File: src/rtl/keypad_encoder_debounced.sv
// Synchronised, debounced priority keypad encoder: one registered code + one-cycle strobe per keystroke.
// Latency: key_valid rises DEBOUNCE_CYCLES+3 edges after keypad settles; no backpressure (strobe is fire-and-forget).
// Optional auto-repeat while a key is held is built only when KEY_REPEAT_EN is defined.
module keypad_encoder_debounced #(
   parameter int N_KEYS          = 10,
   parameter int CODE_W          = 4,
   parameter int DEBOUNCE_CYCLES = 16,
   parameter int REPEAT_CYCLES   = 256
) (
   input  logic              clk,
   input  logic              resetn,
   input  logic [N_KEYS-1:0] keypad,
   input  logic              enablen,
   output logic [CODE_W-1:0] key_code,
   output logic              key_valid,
   output logic              key_held,
   output logic              multi_key
);

   localparam int CNT_W = $clog2(DEBOUNCE_CYCLES + 1);
   localparam logic [CNT_W-1:0]  CNT_ONE = CNT_W'(1);
   localparam logic [CNT_W-1:0]  CNT_MAX = CNT_W'(DEBOUNCE_CYCLES);
   localparam logic [N_KEYS-1:0] KEY_ONE = N_KEYS'(1);

   if ((2 ** CODE_W) < N_KEYS || DEBOUNCE_CYCLES < 1 || REPEAT_CYCLES < 1) begin : g_bad_params
      $error("keypad_encoder_debounced: illegal parameter combination");
   end

   typedef enum logic [1:0] {
      IDLE,
      DEB_PRESS,
      PRESSED,
      DEB_RELEASE
   } state_t;

   state_t              state_q, state_d;
   logic [N_KEYS-1:0]   sync1_q, sync1_d;
   logic [N_KEYS-1:0]   sync2_q, sync2_d;
   logic [CODE_W-1:0]   cand_q, cand_d;
   logic [CNT_W-1:0]    cnt_q, cnt_d;
   logic [CODE_W-1:0]   code_q, code_d;
   logic                valid_q, valid_d;
   logic                multi_q, multi_d;
   logic [N_KEYS-1:0]   sk;
   logic                any_key;
   logic [CODE_W-1:0]   enc;

`ifdef KEY_REPEAT_EN
   localparam int RPT_W = $clog2(REPEAT_CYCLES + 1);
   localparam logic [RPT_W-1:0] RPT_ONE  = RPT_W'(1);
   localparam logic [RPT_W-1:0] RPT_LAST = RPT_W'(REPEAT_CYCLES - 1);
   logic [RPT_W-1:0]    rpt_q, rpt_d;
`endif

   assign sk      = sync2_q;
   assign any_key = |sk;

   // Scan from the top so the lowest set index wins.
   always_comb begin
      enc = '0;
      for (int i = N_KEYS - 1; i >= 0; i--) begin
         if (sk[i]) enc = CODE_W'(i);
      end
   end

   always_comb begin
      sync1_d = keypad;
      sync2_d = sync1_q;
      multi_d = |(sk & (sk - KEY_ONE));
   end

   always_comb begin
      state_d = state_q;
      cand_d  = cand_q;
      cnt_d   = cnt_q;
      code_d  = code_q;
      valid_d = 1'b0;
`ifdef KEY_REPEAT_EN
      rpt_d   = rpt_q;
`endif
      case (state_q)
         IDLE: begin
            if (any_key && !enablen) begin
               state_d = DEB_PRESS;
               cand_d  = enc;
               cnt_d   = CNT_ONE;
            end
         end
         DEB_PRESS: begin
            if (enablen || !any_key) begin
               state_d = IDLE;
            end else if (enc != cand_q) begin
               cand_d = enc;
               cnt_d  = CNT_ONE;
            end else if (cnt_q == CNT_MAX) begin
               state_d = PRESSED;
               code_d  = cand_q;
               valid_d = 1'b1;
`ifdef KEY_REPEAT_EN
               rpt_d   = '0;
`endif
            end else begin
               cnt_d = cnt_q + CNT_ONE;
            end
         end
         PRESSED: begin
            // Other keys appearing while one is held are deliberately ignored.
            if (!any_key) begin
               state_d = DEB_RELEASE;
               cnt_d   = CNT_ONE;
            end
`ifdef KEY_REPEAT_EN
            else if (enablen) begin
               rpt_d = '0;
            end else if (rpt_q == RPT_LAST) begin
               valid_d = 1'b1;
               rpt_d   = '0;
            end else begin
               rpt_d = rpt_q + RPT_ONE;
            end
`endif
         end
         DEB_RELEASE: begin
            // enablen is not consulted here so a held key cannot re-strobe when enable returns.
            if (any_key) begin
               state_d = PRESSED;
`ifdef KEY_REPEAT_EN
               rpt_d   = '0;
`endif
            end else if (cnt_q == CNT_MAX) begin
               state_d = IDLE;
            end else begin
               cnt_d = cnt_q + CNT_ONE;
            end
         end
         default: state_d = IDLE;
      endcase
   end

   always_ff @(posedge clk or negedge resetn) begin
      if (!resetn) begin
         state_q <= IDLE;
         sync1_q <= '0;
         sync2_q <= '0;
         cand_q  <= '0;
         cnt_q   <= '0;
         code_q  <= '0;
         valid_q <= 1'b0;
         multi_q <= 1'b0;
      end else begin
         state_q <= state_d;
         sync1_q <= sync1_d;
         sync2_q <= sync2_d;
         cand_q  <= cand_d;
         cnt_q   <= cnt_d;
         code_q  <= code_d;
         valid_q <= valid_d;
         multi_q <= multi_d;
      end
   end

`ifdef KEY_REPEAT_EN
   always_ff @(posedge clk or negedge resetn) begin
      if (!resetn) rpt_q <= '0;
      else         rpt_q <= rpt_d;
   end
`endif

   assign key_code  = code_q;
   assign key_valid = valid_q;
   assign key_held  = (state_q == PRESSED) || (state_q == DEB_RELEASE);
   assign multi_key = multi_q;

endmodule

File: config.mk
export PLATFORM = sky130hd
export DESIGN_NAME = keypad_encoder_debounced
export DESIGN_NICKNAME = d
export VERILOG_FILES = /design/src/rtl/keypad_encoder_debounced.sv
export SDC_FILE = /design/constraint.sdc
export NUM_CORES = 1
export LEC_CHECK = 0
export ABC_AREA = 1
export BUFFER_PORTS_ARGS = -buffer_cell sky130_fd_sc_hd__buf_2
export CAP_MARGIN = 10
export CELL_PAD_IN_SITES_DETAIL_PLACEMENT = 1
export CELL_PAD_IN_SITES_GLOBAL_PLACEMENT = 1
export CORE_MARGIN = 5
export CORE_UTILIZATION = 39
export CTS_CLUSTER_SIZE = 12
export DETAILED_ROUTE_END_ITERATION = 12
export PLACE_DENSITY = 0.82
export RECOVER_POWER = 50
export SYNTH_ARGS = -nofsm -noshare
export SYNTH_HDL_FRONTEND = slang
export SYNTH_SLANG_ARGS = --single-unit
File: constraint.sdc
create_clock -name clk -period 1.76 [get_ports clk]
set_clock_uncertainty 0.1 [all_clocks]
set_input_delay 0.264 -clock clk [delete_from_list [all_inputs] [get_ports clk]]
set_output_delay 0.264 -clock clk [all_outputs]
set_load 0.005 [all_outputs]
# [Yosys cells after proc, flatten, opt, wreduce, memory -nomap -nowiden]
# Index checks and enable logic that the tools add are counted.
[totals] ff_bits=37 input_bits=13 out_inout_bits=7
[op_classes] n_addsub=2 n_eq_ne=13 muxes=33 bitwise=3 reduce_logical=13
[op_table] op="4-bit 2-to-1 mux" count=13
[op_table] op="5-bit 2-to-1 mux" count=6
[op_table] op="5-bit one-hot mux with 4 select lines" count=1
[op_table] op="10-bit OR reduction" count=2
[op_table] op="2-bit 2-to-1 mux" count=7
[op_table] op="4-bit AND reduction" count=3
[op_table] op="10-bit bitwise AND" count=1
[op_table] op="2-bit inequality test (second input constant)" count=5
[op_table] op="10-bit by 1-bit subtractor with 10-bit output (second input constant)" count=1
[op_table] op="3-bit inequality test (second input constant)" count=3
[op_table] op="2-bit one-hot mux with 4 select lines" count=1
[op_table] op="4-bit one-hot mux with 2 select lines" count=1
[op_table] op="5-bit by 1-bit adder with 5-bit output (second input constant)" count=1
[op_table] op="5-bit equality test (second input constant)" count=1
[op_table] op="5-bit AND reduction" count=1
[op_table] op="2-bit equality test (second input constant)" count=2
[op_table] op="1-bit 2-to-1 mux" count=4
[op_table] op="4-bit inequality test" count=1
[op_table] op="2-bit by 1-bit equality test with 1-bit output (second input constant)" count=1
[op_table] op="1-bit logical NOT" count=2
[op_table] op="2-bit logical NOT" count=1
[op_table] op="1-bit logical OR" count=2
[op_table] op="1-bit NOT" count=2
[op_table] op="2-bit nonzero test" count=1
[op_table] op="1-bit logical AND" count=1

# [Logic depth before layout (Yosys ltp)]
# Gate-level depths: netlist (run 1).
[logic_depth] depth_word=14 ltp_mapped=16 mapped_depth_nobuf=16

# [Least setup slack after synthesis (run 1)]
# No wires, ideal clock.
[synth_timing] kind="reg2reg" startpoint="reg sync2_q[1] (netlist: sk[1])" endpoint="reg code_q[3] (netlist: key_code[3])" setup_time_ps=121 arrival_ps=1471 t_required_ps=1539 setup_slack_ps=67 stages_incl_launch_ff=12 n_path_buf=0 synth_period_minus_slack_ps=1693 path_cell_list="dfrtp_1 nor2_2 nand2_2 nor2_4 nand2_1 xor2_1 nor2_4 nand3_1 nor2_2 nand2_2 nand2_1 o21ai_1"
[synth_between] elab_chain_cells=5
[synth_rtl] item="start: declaration" line_no="38" rtl="logic [N_KEYS-1:0] sync2_q, sync2_d;"
[synth_rtl] item="start signal: assignment" line_no="153" rtl="sync2_q <= sync2_d;"
[synth_rtl] item="4-bit 2-to-1 mux / 10-bit OR reduction (equally long branches)" line_no="62, 56"
[synth_rtl] item="4-bit 2-to-1 mux / 1-bit logical NOT (equally long branches)"
[synth_rtl] item="4-bit inequality test / 1-bit logical OR (equally long branches)" line_no="92, 90"
[synth_rtl] item="1-bit NOT (no source line)"
[synth_rtl] item="4-bit AND reduction (no source line) *"
[synth_rtl] item="end signal: assignment" line_no="156" rtl="code_q <= code_d;"
[synth_rtl] item="end: declaration" line_no="41" rtl="logic [CODE_W-1:0] code_q, code_d;"
# Mark *: on every way between the ends. The rest lies on a longest branch, timed or not.
# A chain may end at the register's enable or synchronous reset.

# [Final worst setup path (run 1)]
[layout_timing] startpoint="reg sync2_q[5] (netlist: sk[5])" endpoint="reg code_q[0] (netlist: key_code[0])"
[layout_between] elab_chain_cells=9
[layout_rtl] item="4-bit 2-to-1 mux (6 in series)" line_no="62" rtl="if (sk[i]) enc = CODE_W'(i);"
[layout_rtl] item="4-bit inequality test" line_no="92" rtl="end else if (enc != cand_q) begin"
[layout_rtl] item="1-bit NOT (no source line)"
[layout_rtl] item="4-bit AND reduction (no source line) *"
# Marks and branches as above.

==> results of run 1 <==
==> per-layer routing <==
metal / wire (um) / up-vias / track usage [%]
li1: - / 662 / -
met1: 1700 / 686 / 18.9
met2: 2230 / 23 / 31.1
met3: 108 / 4 / 2.46
met4: 57 / 0 / 8.05
met5: 0 / - / 0
==> synthesized netlist by cell type, drive strengths merged <==
library cell / number
o21ai: 16
nor3: 2
a21oi: 1
nor2: 11
dfrtp: 37
inv: 27
a21boi: 1
xor2: 2
o211ai: 1
ha: 2
a221oi: 1
xnor2: 2
nand3: 14
o22ai: 1
clkbuf: 1
nand2: 52
nand4: 2
==> through the flow <==
| step | area [sq um] | cells | worst slack (ns) |
|---|---|---|---|
| after global placement | 1880 | 257 | -0.0848 |
| after detailed placement | 1880 | 257 | -0.137 |
| after global routing | 2240 | 284 | -0.309 |
| final | 2240 | 284 | -0.163 |
| after floorplan | 1590 | 173 | 0.0674 |
| after CTS | 2160 | 280 | -0.129 |
==> worst max path at each step <==
stage	depth (start not counted)	to	startpoint
global route	11	key_code[3]	sk[2]
finish	11	key_code[0]	sk[5]
floorplan	11	key_code[3]	sk[1]
global placement	10	state_q[1]	sk[5]
CTS	14	key_code[1]	sk[0]
detailed placement	14	key_code[1]	sk[1]
==> final cells by class <==
type	instances	share of cell area [%]
Sequential cell	37	41.3
Multi-Input combinational cell	109	29.8
Timing Repair Buffer	53	17.4
Inverter	27	4.53
Clock buffer	5	3.07
Tap cell	50	2.79
Clock inverter	3	1.12
==> power breakdown <==
part / internal, W / total, W / switching, W
Sequential: 0.000959 / 0.00107 / 0.000108
Combinational: 0.000335 / 0.000813 / 0.000478
Clock: 0.000288 / 0.000618 / 0.000330
==> cells by family (layout without fill, tap and decap cells) <==
logic type	after synthesis	count (layout)	share of synthesized area, %
buffers and inverters	28	88	6.60
AOI/OAI and AO/OA	21	21	7.71
DFF	37	37	58.2
and+or+nand+nor	81	82	23.7
adders and majority gates	2	2	1.57
xor gates and xnor gates	4	4	2.20
==> flip-flops by register name, indices dropped and copies added, names as in the netlist <==
register	count
cand_q	4
cnt_q	5
key_code	4
key_valid	1
multi_key	1
sk	10
state_q	2
sync1_q	10
==> repair_timing <==
action                                  in CTS  in global routing
cloned                                       1                  0
hold endpoints to repair                    25                  0
gates resized for setup                     15                 12
pin swaps                                    8                  3
hold buffers                                11                  0
setup buffers                                3                  4
endpoints found under the setup margin      16                 16
==> critical path, delay by kind of cell, from the launching register on <==
| kind | cells | cell delay, ns |
|---|---|---|
| and+or+nand+nor | 9 | 1.10 |
| xor gates and xnor gates | 1 | 0.16 |
| DFF | 1 | 0.40 |
| AOI/OAI and AO/OA | 1 | 0.05 |
==> impl_metrics.env, run 1 <==
export IMPL_grt_pass1_vias=1520
export IMPL_antenna_left=0
export IMPL_crit_chain="nor2_2 > nand3_2 > nor2_4 > nand2_2 > xor2_2 > nor2_4 > nand3_2 > nor2_4 > nand2_4 > nand2_1 > o21ai_2"
export IMPL_syn_avg_cell_area_sq_um=9.20
export IMPL_dieHeight_um=73.9
export IMPL_maxSlewViolCount=0
export IMPL_cts_buffers=5
export IMPL_status="finished with violations"
export IMPL_violations="setup timing"
export IMPL_dr_pass1_iters=4
export IMPL_numPortBuffers=19
export IMPL_fin_crit_ns=1.92
export IMPL_layout_common_cells="nand2_1, dfrtp_1, inv_1, buf_4, buf_2"
export IMPL_clkSinkCount=37
export IMPL_drv_cap=0
export IMPL_crit_top_cell="nor2_4"
export IMPL_start_util_pct=40.1
export IMPL_drc=0
export IMPL_powerDensity_mw_per_mm2=1120
export IMPL_timing_final_crit_share_pct=109
export IMPL_crit_slowest_cell="dfrtp_1"
export IMPL_layout_drive_gt1_share_pct=34.2
export IMPL_fmax_mhz=520
export IMPL_finalWorstSetupSlack_ns=-0.163
export IMPL_clk_latency_ns=0.29
export IMPL_grt_max_degree=23
export IMPL_diodes=0
export IMPL_static_leakage_power_nw=1.13
export IMPL_reg2reg_depth=11
export IMPL_end_kind="flop"
export IMPL_overflow=0
export IMPL_ys_ff_latch=37
export IMPL_wl_per_cell_um=14.4
export IMPL_crit_arrival_ns=2.00
export IMPL_synth_warning_count=0
export IMPL_nNetsFinal=248
export IMPL_syn_area_sq_mm=0.00159
export IMPL_cts_root_buf="clkbuf_8"
export IMPL_final_common_cell="nand2_1"
export IMPL_fillCellCount=449
export IMPL_synthTopCellsByArea="dfrtp_1, nand2_1, inv_1"
export IMPL_min_from="sync1_q[5]"
export IMPL_worstHoldPathType="reg -> reg"
export IMPL_start_kind="flop"
export IMPL_vdd_drop_max_v=0.000636
export IMPL_cts_tree="done"
export IMPL_clk_pin_slew_ns=0.08
export IMPL_htree_levels=2
export IMPL_rsz0062_at_grt="yes"
export IMPL_hold_worst_slack_ns=0.251
export IMPL_yosys_area_top_type="dfrtp_1"
export IMPL_gp_congestion=0.795
export IMPL_final_setup_tns_ns=-1.52
export IMPL_cp_slowest_stage_delay_ns=0.40
export IMPL_synth_seq_area_share_pct=58.2
export IMPL_synth_top_area_share_pct=58.2
export IMPL_hold_viol_final=0
export IMPL_syn_inst=173
export IMPL_grt_use_total_pct=16.9
export IMPL_ff2ff_setup_slack_ns=-0.16
export IMPL_register_area_sq_um=926
export IMPL_maxSlewHeadroom_pct=34.3
export IMPL_r2r_end="key_code[0]"
export IMPL_multi_input_area_sq_um=667
export IMPL_vias=1375
export IMPL_p_total_w=0.00250
export IMPL_whs_endpoint="sk[5]"
export IMPL_area_growth_pct=40.7
export IMPL_wl_um=4100
export IMPL_antenna_found_initial=0
export IMPL_rows=23
export IMPL_synth_cell_types=25
export IMPL_chipWidth_um=73.9
export IMPL_drt_initial_drc_count=54
export IMPL_worstSetupPathType="reg -> reg"
export IMPL_syn_nets=188
export IMPL_worstPathRequired_ns=1.84
export IMPL_coreArea_sq_mm=0.00397
export IMPL_grt_pass1_wl_um=6960
export IMPL_reg2reg_from="sk[5]"
export IMPL_die_area_sq_mm=0.00546
export IMPL_hold_path_cell_count=0
export IMPL_fin_util_pct=56.4
export IMPL_critPathMaxFanout=5
export IMPL_worstMarginPinSlew_ns=0.986
export IMPL_num_io_pins=20
export IMPL_viasPerCell=4.84
export IMPL_clk_path_buf_depth=2
export IMPL_place_hpwl_um=2670
export IMPL_finalSetupViolations=16
Power figures use the tool's default switching activity.
==> run 2: changes to the inputs <==
--- a/config.mk
+++ b/config.mk
@@ -5,17 +5,17 @@
 export SDC_FILE = /design/constraint.sdc
 export NUM_CORES = 1
 export LEC_CHECK = 0
-export ABC_AREA = 1
 export BUFFER_PORTS_ARGS = -buffer_cell sky130_fd_sc_hd__buf_2
 export CAP_MARGIN = 10
 export CELL_PAD_IN_SITES_DETAIL_PLACEMENT = 1
 export CELL_PAD_IN_SITES_GLOBAL_PLACEMENT = 1
 export CORE_MARGIN = 5
-export CORE_UTILIZATION = 39
+export CORE_UTILIZATION = 41
 export CTS_CLUSTER_SIZE = 12
 export DETAILED_ROUTE_END_ITERATION = 12
 export PLACE_DENSITY = 0.82
 export RECOVER_POWER = 50
+export SETUP_SLACK_MARGIN = 0.02
 export SYNTH_ARGS = -nofsm -noshare
 export SYNTH_HDL_FRONTEND = slang
 export SYNTH_SLANG_ARGS = --single-unit
==> constraint.sdc (replaced) <==
create_clock -name clk -period 1.76 [get_ports clk]
set_clock_uncertainty 0.1 [all_clocks]
set_input_delay 0.264 -clock clk [delete_from_list [all_inputs] [get_ports clk]]
set_output_delay 0.264 -clock clk [all_outputs]
set_load 0.02 [all_outputs]
==> run 2 against run 1 <==
  * Synthesized cell count down 18%
  * Register-to-register slack worse by 0.52 ns
  * Wire length up 53%
  * Critical path type unchanged
  * Core utilization up 9.4 points
  * Die area down 0.20%
  * Final area up 17%
  * Largest cell class unchanged
  * Worst setup slack worse by 0.52 ns
  * Critical endpoint unchanged
  * The flow still finishes with violations (setup timing)
  * Sequential power down 15%
  * Clock power up 44%
==> impl_metrics.env, run 2 <==
export IMPL_yosys_area_top_type="dfrtp_1"
export IMPL_clk_path_buf_depth=2
export IMPL_status="finished with violations"
export IMPL_swShare_pct=25.5
export IMPL_p_switching_w=0.000559
export IMPL_synth_warning_count=0
export IMPL_layout_drive_gt1_share_pct=51.6
export IMPL_area_growth_pct=56.5
export IMPL_syn_avg_cell_area_sq_um=11.8
export IMPL_htree_levels=2
export IMPL_static_leakage_power_nw=1.19
export IMPL_start_util_pct=42.0
export IMPL_synthAdderAreaFrac_pct=2.70
export IMPL_yosys_area_share_simple_pct=19.4
export IMPL_syn_inst=141
export IMPL_chipWidth_um=73.8
export IMPL_grt_use_total_pct=25.1
export IMPL_die_area_sq_mm=0.00545
export IMPL_grt_met2_usage_pct=44.0
export IMPL_worstSetupPathType="reg -> reg"
export IMPL_crit_arrival_ns=2.53
export IMPL_gp_congestion=0.897
export IMPL_synth_top_family_by_area="simple AND/OR/NAND/NOR gates"
export IMPL_startpoint="sk[5]"
export IMPL_overflow=0
export IMPL_vdd_drop_max_v=0.000644
export IMPL_cts_tree="done"
export IMPL_viasPerCell=5.59
export IMPL_layout_common_cells="buf_4, dfrtp_1, buf_2, nor2_1, dlygate4sd3_1"
export IMPL_fin_util_pct=65.8
export IMPL_wl_per_cell_um=22.9
export IMPL_maxSlewHeadroom_pct=39.0
export IMPL_critPathMaxFanout=7
export IMPL_synth_top_area_share_pct=55.5
export IMPL_muxShareOfSynthArea_pct=4.27
export IMPL_grt_pass1_vias=1808
export IMPL_gr_usage_met3_pct=7.11
export IMPL_worstMarginPinSlew_ns=0.915
export IMPL_p_int_w=0.00164
export IMPL_numPortBuffers=19
export IMPL_cts_root_buf="clkbuf_8"
export IMPL_fin_crit_ns=2.44
export IMPL_met1_usage_pct=26.8
export IMPL_start_kind="flop"
export IMPL_syn_area_sq_mm=0.00167
export IMPL_dpl_cell_area_sq_mm=0.00214
export IMPL_place_hpwl_um=3590
export IMPL_dieHeight_um=73.8
export IMPL_worstPathRequired_ns=1.85
export IMPL_drt_initial_drc_count=104
export IMPL_fmax_mhz=410
export IMPL_timing_final_crit_share_pct=139
export IMPL_drc=0
export IMPL_synth_most_common_cell="dfrtp_1"
export IMPL_fillCellCount=406
export IMPL_synth_edff_count=0
export IMPL_stdcell_area_sq_mm=0.00261
export IMPL_syn_nets=156
export IMPL_worstHoldPathType="in -> reg"
export IMPL_synth_xor_area_share_pct=0.525
export IMPL_diodes=0
export IMPL_power_share_clock_pct=40.4
export IMPL_hold_viol_final=0
export IMPL_r2r_end="key_code[0]"
export IMPL_clk_pin_slew_ns=0.08
export IMPL_synthTopCellsByArea="dfrtp_1, mux2_4, nor2_1"
export IMPL_coreArea_sq_mm=0.00397
export IMPL_ys_ff_latch=37
export IMPL_dp_slack_ns=-0.663
export IMPL_rows=23
export IMPL_rsz0062_at_grt="yes"
export IMPL_antenna_left=0
export IMPL_final_setup_tns_ns=-8.15
export IMPL_vias=1527
export IMPL_grt_pass1_wl_um=9700
export IMPL_ff2ff_setup_slack_ns=-0.68
export IMPL_nNetsFinal=237
export IMPL_end_kind="flop"
export IMPL_drv_cap=0
export IMPL_pwr_share_seq_pct=41.6
export IMPL_synth_top_flop_cell="dfrtp_1"
export IMPL_dr_pass1_iters=4
export IMPL_synth_cell_types=49
export IMPL_finalWorstSetupSlack_ns=-0.679
export IMPL_num_io_pins=20
export IMPL_synth_seq_area_share_pct=55.5
export IMPL_cts_buffers=5
export IMPL_clk_latency_ns=0.30
export IMPL_final_common_cell="buf_4"
export IMPL_postSynth_asyncResetShare_pct=100
export IMPL_finalSetupViolations=17
export IMPL_yosys_top_cells_count="dfrtp_1, nor2_1, nand2_1, inv_1"
export IMPL_reg2reg_from="sk[5]"
export IMPL_clkSinkCount=37
export IMPL_maxSlewViolCount=0
export IMPL_worstSetupEndpoint="key_code[0]"
export IMPL_antenna_found_initial=0
export IMPL_reg2reg_depth=8
export IMPL_grt_busiest_layer="met2"
export IMPL_grt_max_degree=38
export IMPL_violations="setup timing"
export IMPL_wl_um=6250
export IMPL_synth_compound_area_share_pct=14.5
export IMPL_powerDensity_mw_per_mm2=840
export IMPL_comb_power_share_pct=18.0
## run 2: cell types whose count changed in the layout (fill, tap and decap cells not counted), sizes merged, moves of 3 or more
cell / before / now
nand2: 53 / 14
buf: 41 / 66
inv: 29 / 8
o21ai: 16 / 3
nand3: 14 / 3
mux2: 0 / 5
nor3: 2 / 6
o31ai: 0 / 4
nor2: 11 / 14
o211ai: 1 / 4
## run 2: area by class of cell
| class | count | area, sq um | area share, % |
|---|---|---|---|
| Clock inverter | 3 | 65.1 | 2.49 |
| Clock buffer | 5 | 68.8 | 2.63 |
| Multi-Input combinational cell | 91 | 860 | 32.9 |
| Timing Repair Buffer | 79 | 599 | 22.9 |
| Sequential cell | 37 | 927 | 35.5 |
| Tap cell | 50 | 62.6 | 2.39 |
| Inverter | 8 | 30.0 | 1.15 |
## run 2: cell families (layout without fill, tap and decap cells)
family,after synthesis,in the layout
mux,5,5
simple gates,54,54
fa+ha+maj,4,4
xor+xnor,1,1
buf+inv,13,95
flops,37,37
compound gates,27,27
## run 2: through the flow
step,total power (W),instances,hold slack (ns)
after CTS,0.00216,272,0.210
after floorplan,0.00105,141,-0.132
after detailed placement,0.00120,247,0.236
after global routing,0.00227,273,0.215
after global placement,0.00118,247,0.219
final,0.00219,273,0.206
## run 2: worst max-delay path, stage by stage (launching register included)
cell and delay (ns):
dfrtp_1 0.40, buf_4 0.18, nor2b_2 0.20, a2111oi_4 0.09, buf_4 0.16, a311oi_4 0.38, nand4_2 0.19, nor3_4 0.30
mux2_4 0.34
## run 2: timing repair
item,in CTS,in global routing
pin swaps,2,4
hold buffers,11,0
endpoints found under the hold margin,47,0
gates resized for setup,23,13
buffers inserted,6,2
setup endpoints to repair,17,17
## run 2: power groups by stage
stage,combinational (W),clock (W),sequential [W]
final,0.000395,0.000887,0.000912
after global placement,0.000257,0,0.000921
after CTS,0.000352,0.000899,0.000908
after global routing,0.000418,0.000941,0.000915
after floorplan,0.000125,0,0.000928
after detailed placement,0.000278,0,0.000924
## run 2: worst min path at each step
| stage | start | end | slack, ns | depth (start not counted) |
|---|---|---|---|---|
| after floorplan | resetn | cand_q[0] | -0.13 | 0 |
| after global placement | resetn | sync1_q[2] | 0.22 | 2 |
| after detailed placement | resetn | sync1_q[0] | 0.24 | 2 |
| after CTS | enablen | state_q[1] | 0.21 | 3 |
| after global routing | enablen | state_q[1] | 0.21 | 3 |
| final | enablen | state_q[1] | 0.21 | 3 |
## run 2: layer usage
metal	up-vias	share of wire [%]
met3	23	4.7
met1	775	37
met4	0	4.9
met5	-	0
li1	677	-
met2	52	53
==> run 3: changes to the inputs <==
--- a/config.mk
+++ b/config.mk
@@ -9,13 +9,13 @@
 export CAP_MARGIN = 10
 export CELL_PAD_IN_SITES_DETAIL_PLACEMENT = 1
 export CELL_PAD_IN_SITES_GLOBAL_PLACEMENT = 1
-export CORE_MARGIN = 5
 export CORE_UTILIZATION = 41
 export CTS_CLUSTER_SIZE = 12
 export DETAILED_ROUTE_END_ITERATION = 12
 export PLACE_DENSITY = 0.82
 export RECOVER_POWER = 50
 export SETUP_SLACK_MARGIN = 0.02
+export SLEW_MARGIN = 20
 export SYNTH_ARGS = -nofsm -noshare
 export SYNTH_HDL_FRONTEND = slang
 export SYNTH_SLANG_ARGS = --single-unit
==> run 3 against run 2 <==
  * The run still ends with setup timing left
  * Critical endpoint unchanged
  * Sequential share of layout area up 1.5 points
  * Core utilization up 0.67 points
  * Wire length down 2.7%
  * Critical path type unchanged
  * Largest cell class unchanged
  * Critical path depth unchanged
==> impl_metrics.env, run 3 (synthesized netlist as in run 2, its figures left out) <==
export IMPL_status="finished with violations"
export IMPL_violations="setup timing"
export IMPL_rows=22
export IMPL_timing_final_crit_share_pct=148
export IMPL_fin_util_pct=66.5
export IMPL_final_setup_tns_ns=-10.71
export IMPL_dr_pass1_iters=5
export IMPL_grt_pass1_wl_um=9200
export IMPL_num_io_pins=20
export IMPL_finalWorstSetupSlack_ns=-0.842
export IMPL_worstPathRequired_ns=1.83
export IMPL_maxSlewViolCount=0
export IMPL_coreArea_sq_mm=0.00377
export IMPL_static_leakage_power_nw=1.14
export IMPL_maxSlewHeadroom_pct=43.9
export IMPL_clkSinkCount=37
export IMPL_drv_cap=0
export IMPL_grt_max_degree=35
export IMPL_crit_arrival_ns=2.68
export IMPL_antenna_found_initial=0
export IMPL_die_area_sq_mm=0.00433
export IMPL_nNetsFinal=237
export IMPL_cts_root_buf="clkbuf_8"
export IMPL_grt_pass1_vias=1664
export IMPL_fin_crit_ns=2.60
export IMPL_wl_um=6090
export IMPL_end_kind="flop"
export IMPL_overflow=0
export IMPL_chipWidth_um=65.8
export IMPL_clk_pin_slew_ns=0.08
export IMPL_cts_buffers=5
export IMPL_crit_slowest_cell="a311oi_2"
export IMPL_cp_slowest_stage_delay_ns=0.52
export IMPL_wl_per_cell_um=22.5
export IMPL_met1_usage_pct=34.7
export IMPL_grt_busiest_layer="met2"
export IMPL_hold_viol_final=0
export IMPL_vdd_drop_max_v=0.000589
export IMPL_clk_path_buf_depth=2
export IMPL_diodes=0
export IMPL_drc=0
export IMPL_start_kind="flop"
export IMPL_final_instance_count_excl_fill=271
export IMPL_worstSetupPathType="reg -> reg"
export IMPL_dp_slack_ns=-0.659
export IMPL_finalSetupViolations=17
export IMPL_numPortBuffers=19
export IMPL_layout_common_cells="buf_4, dfrtp_1, nor2_1, nand2_1, buf_2"
export IMPL_worstMarginPinSlew_ns=0.841
export IMPL_clk_latency_ns=0.30
export IMPL_vias=1561
export IMPL_gr_usage_met3_pct=7.93
export IMPL_antenna_left=0
export IMPL_crit_chain="buf_4 > nor2_1 > buf_4 > a2111oi_2 > a311oi_2 > nand4_2 > nor3_4 > mux2_4"
export IMPL_rsz0062_at_grt="yes"
export IMPL_dp_cells=240
export IMPL_grt_met2_usage_pct=52.7
export IMPL_crit_top_cell="buf_4"
export IMPL_cts_tree="done"
export IMPL_powerDensity_mw_per_mm2=778
export IMPL_gp_congestion=0.959
export IMPL_hold_worst_slack_ns=0.244
export IMPL_layout_drive_gt1_share_pct=45.3
export IMPL_area_growth_pct=50.1
export IMPL_dieHeight_um=65.8
export IMPL_worstHoldPathType="in -> reg"
export IMPL_grt_use_total_pct=30.5
export IMPL_place_hpwl_um=3390
export IMPL_htree_levels=2
export IMPL_drt_initial_drc_count=112
export IMPL_critPathMaxFanout=7
export IMPL_final_common_cell="buf_4"
export IMPL_viasPerCell=5.76
export IMPL_start_util_pct=44.3
export IMPL_fmax_mhz=384
run 3: changes by cell type in the layout (fill, tap and decap cells not counted), sizes merged:
| cell | before | now |
|---|---|---|
| buf | 66 | 61 |
| clkbuf | 7 | 14 |
| bufinv | 2 | 0 |
run 3: per-stage QoR:
stage	instance area [sq um]	total power [W]
6_report	2510	0.00195
2_1_floorplan	1690	0.00105
3_5_place_dp	2100	0.00120
4_1_cts	2440	0.00191
3_3_place_gp	2100	0.00117
5_1_grt	2510	0.00203
run 3: path summary, 6_finish.rpt:
check,from,to,slack (ns),cells past startpoint
min reg2reg,sync1_q[2],sk[2],0.25,0
max reg2reg,sk[5],key_code[0],-0.84,8
min,enablen,state_q[1],0.24,3
min in group asynchronous,resetn,state_q[1],0.51,2
max in group asynchronous,resetn,sk[3],0.45,3
max,sk[5],key_code[0],-0.84,8
run 3: layout make-up:
class | instances | area (sq um)
Inverter | 8 | 30.0
Fill cell | 396 | 1260
Multi-Input combinational cell | 91 | 776
Clock buffer | 7 | 96.3
Timing Repair Buffer | 79 | 612
Sequential cell | 37 | 927
Clock inverter | 1 | 5.00
Tap cell | 48 | 60.1
run 3: where the power goes:
part           leakage [nW]  switching (W)  internal [W]
logic                 0.629       0.000193      0.000180
registers             0.455      0.0000267      0.000886
clock network        0.0542       0.000310      0.000354
run 3: what timing repair did:
action / 4_1_cts / 5_1_grt
resized for setup: 15 / 8
buffers inserted: 8 / 6
hold buffers: 11 / 0
hold endpoints to repair: 43 / 0
setup endpoints to repair: 17 / 17
pin swaps: 2 / 9
run 3: critical path: cells and delay by family, from the launching register on:
| family | cells | cell delay [ns] |
|---|---|---|
| multiplexers | 1 | 0.33 |
| AO/OA/AOI/OAI | 2 | 0.60 |
| flip-flops | 1 | 0.38 |
| AND/OR/NAND/NOR | 3 | 0.76 |
| buffers and inverters | 2 | 0.32 |
run 3: metal layers:
| layer | up-vias | routed length (um) |
|---|---|---|
| li1 | 679 | - |
| met1 | 800 | 2430 |
| met2 | 55 | 3200 |
| met3 | 27 | 242 |
| met4 | 0 | 213 |
| met5 | - | 0 |
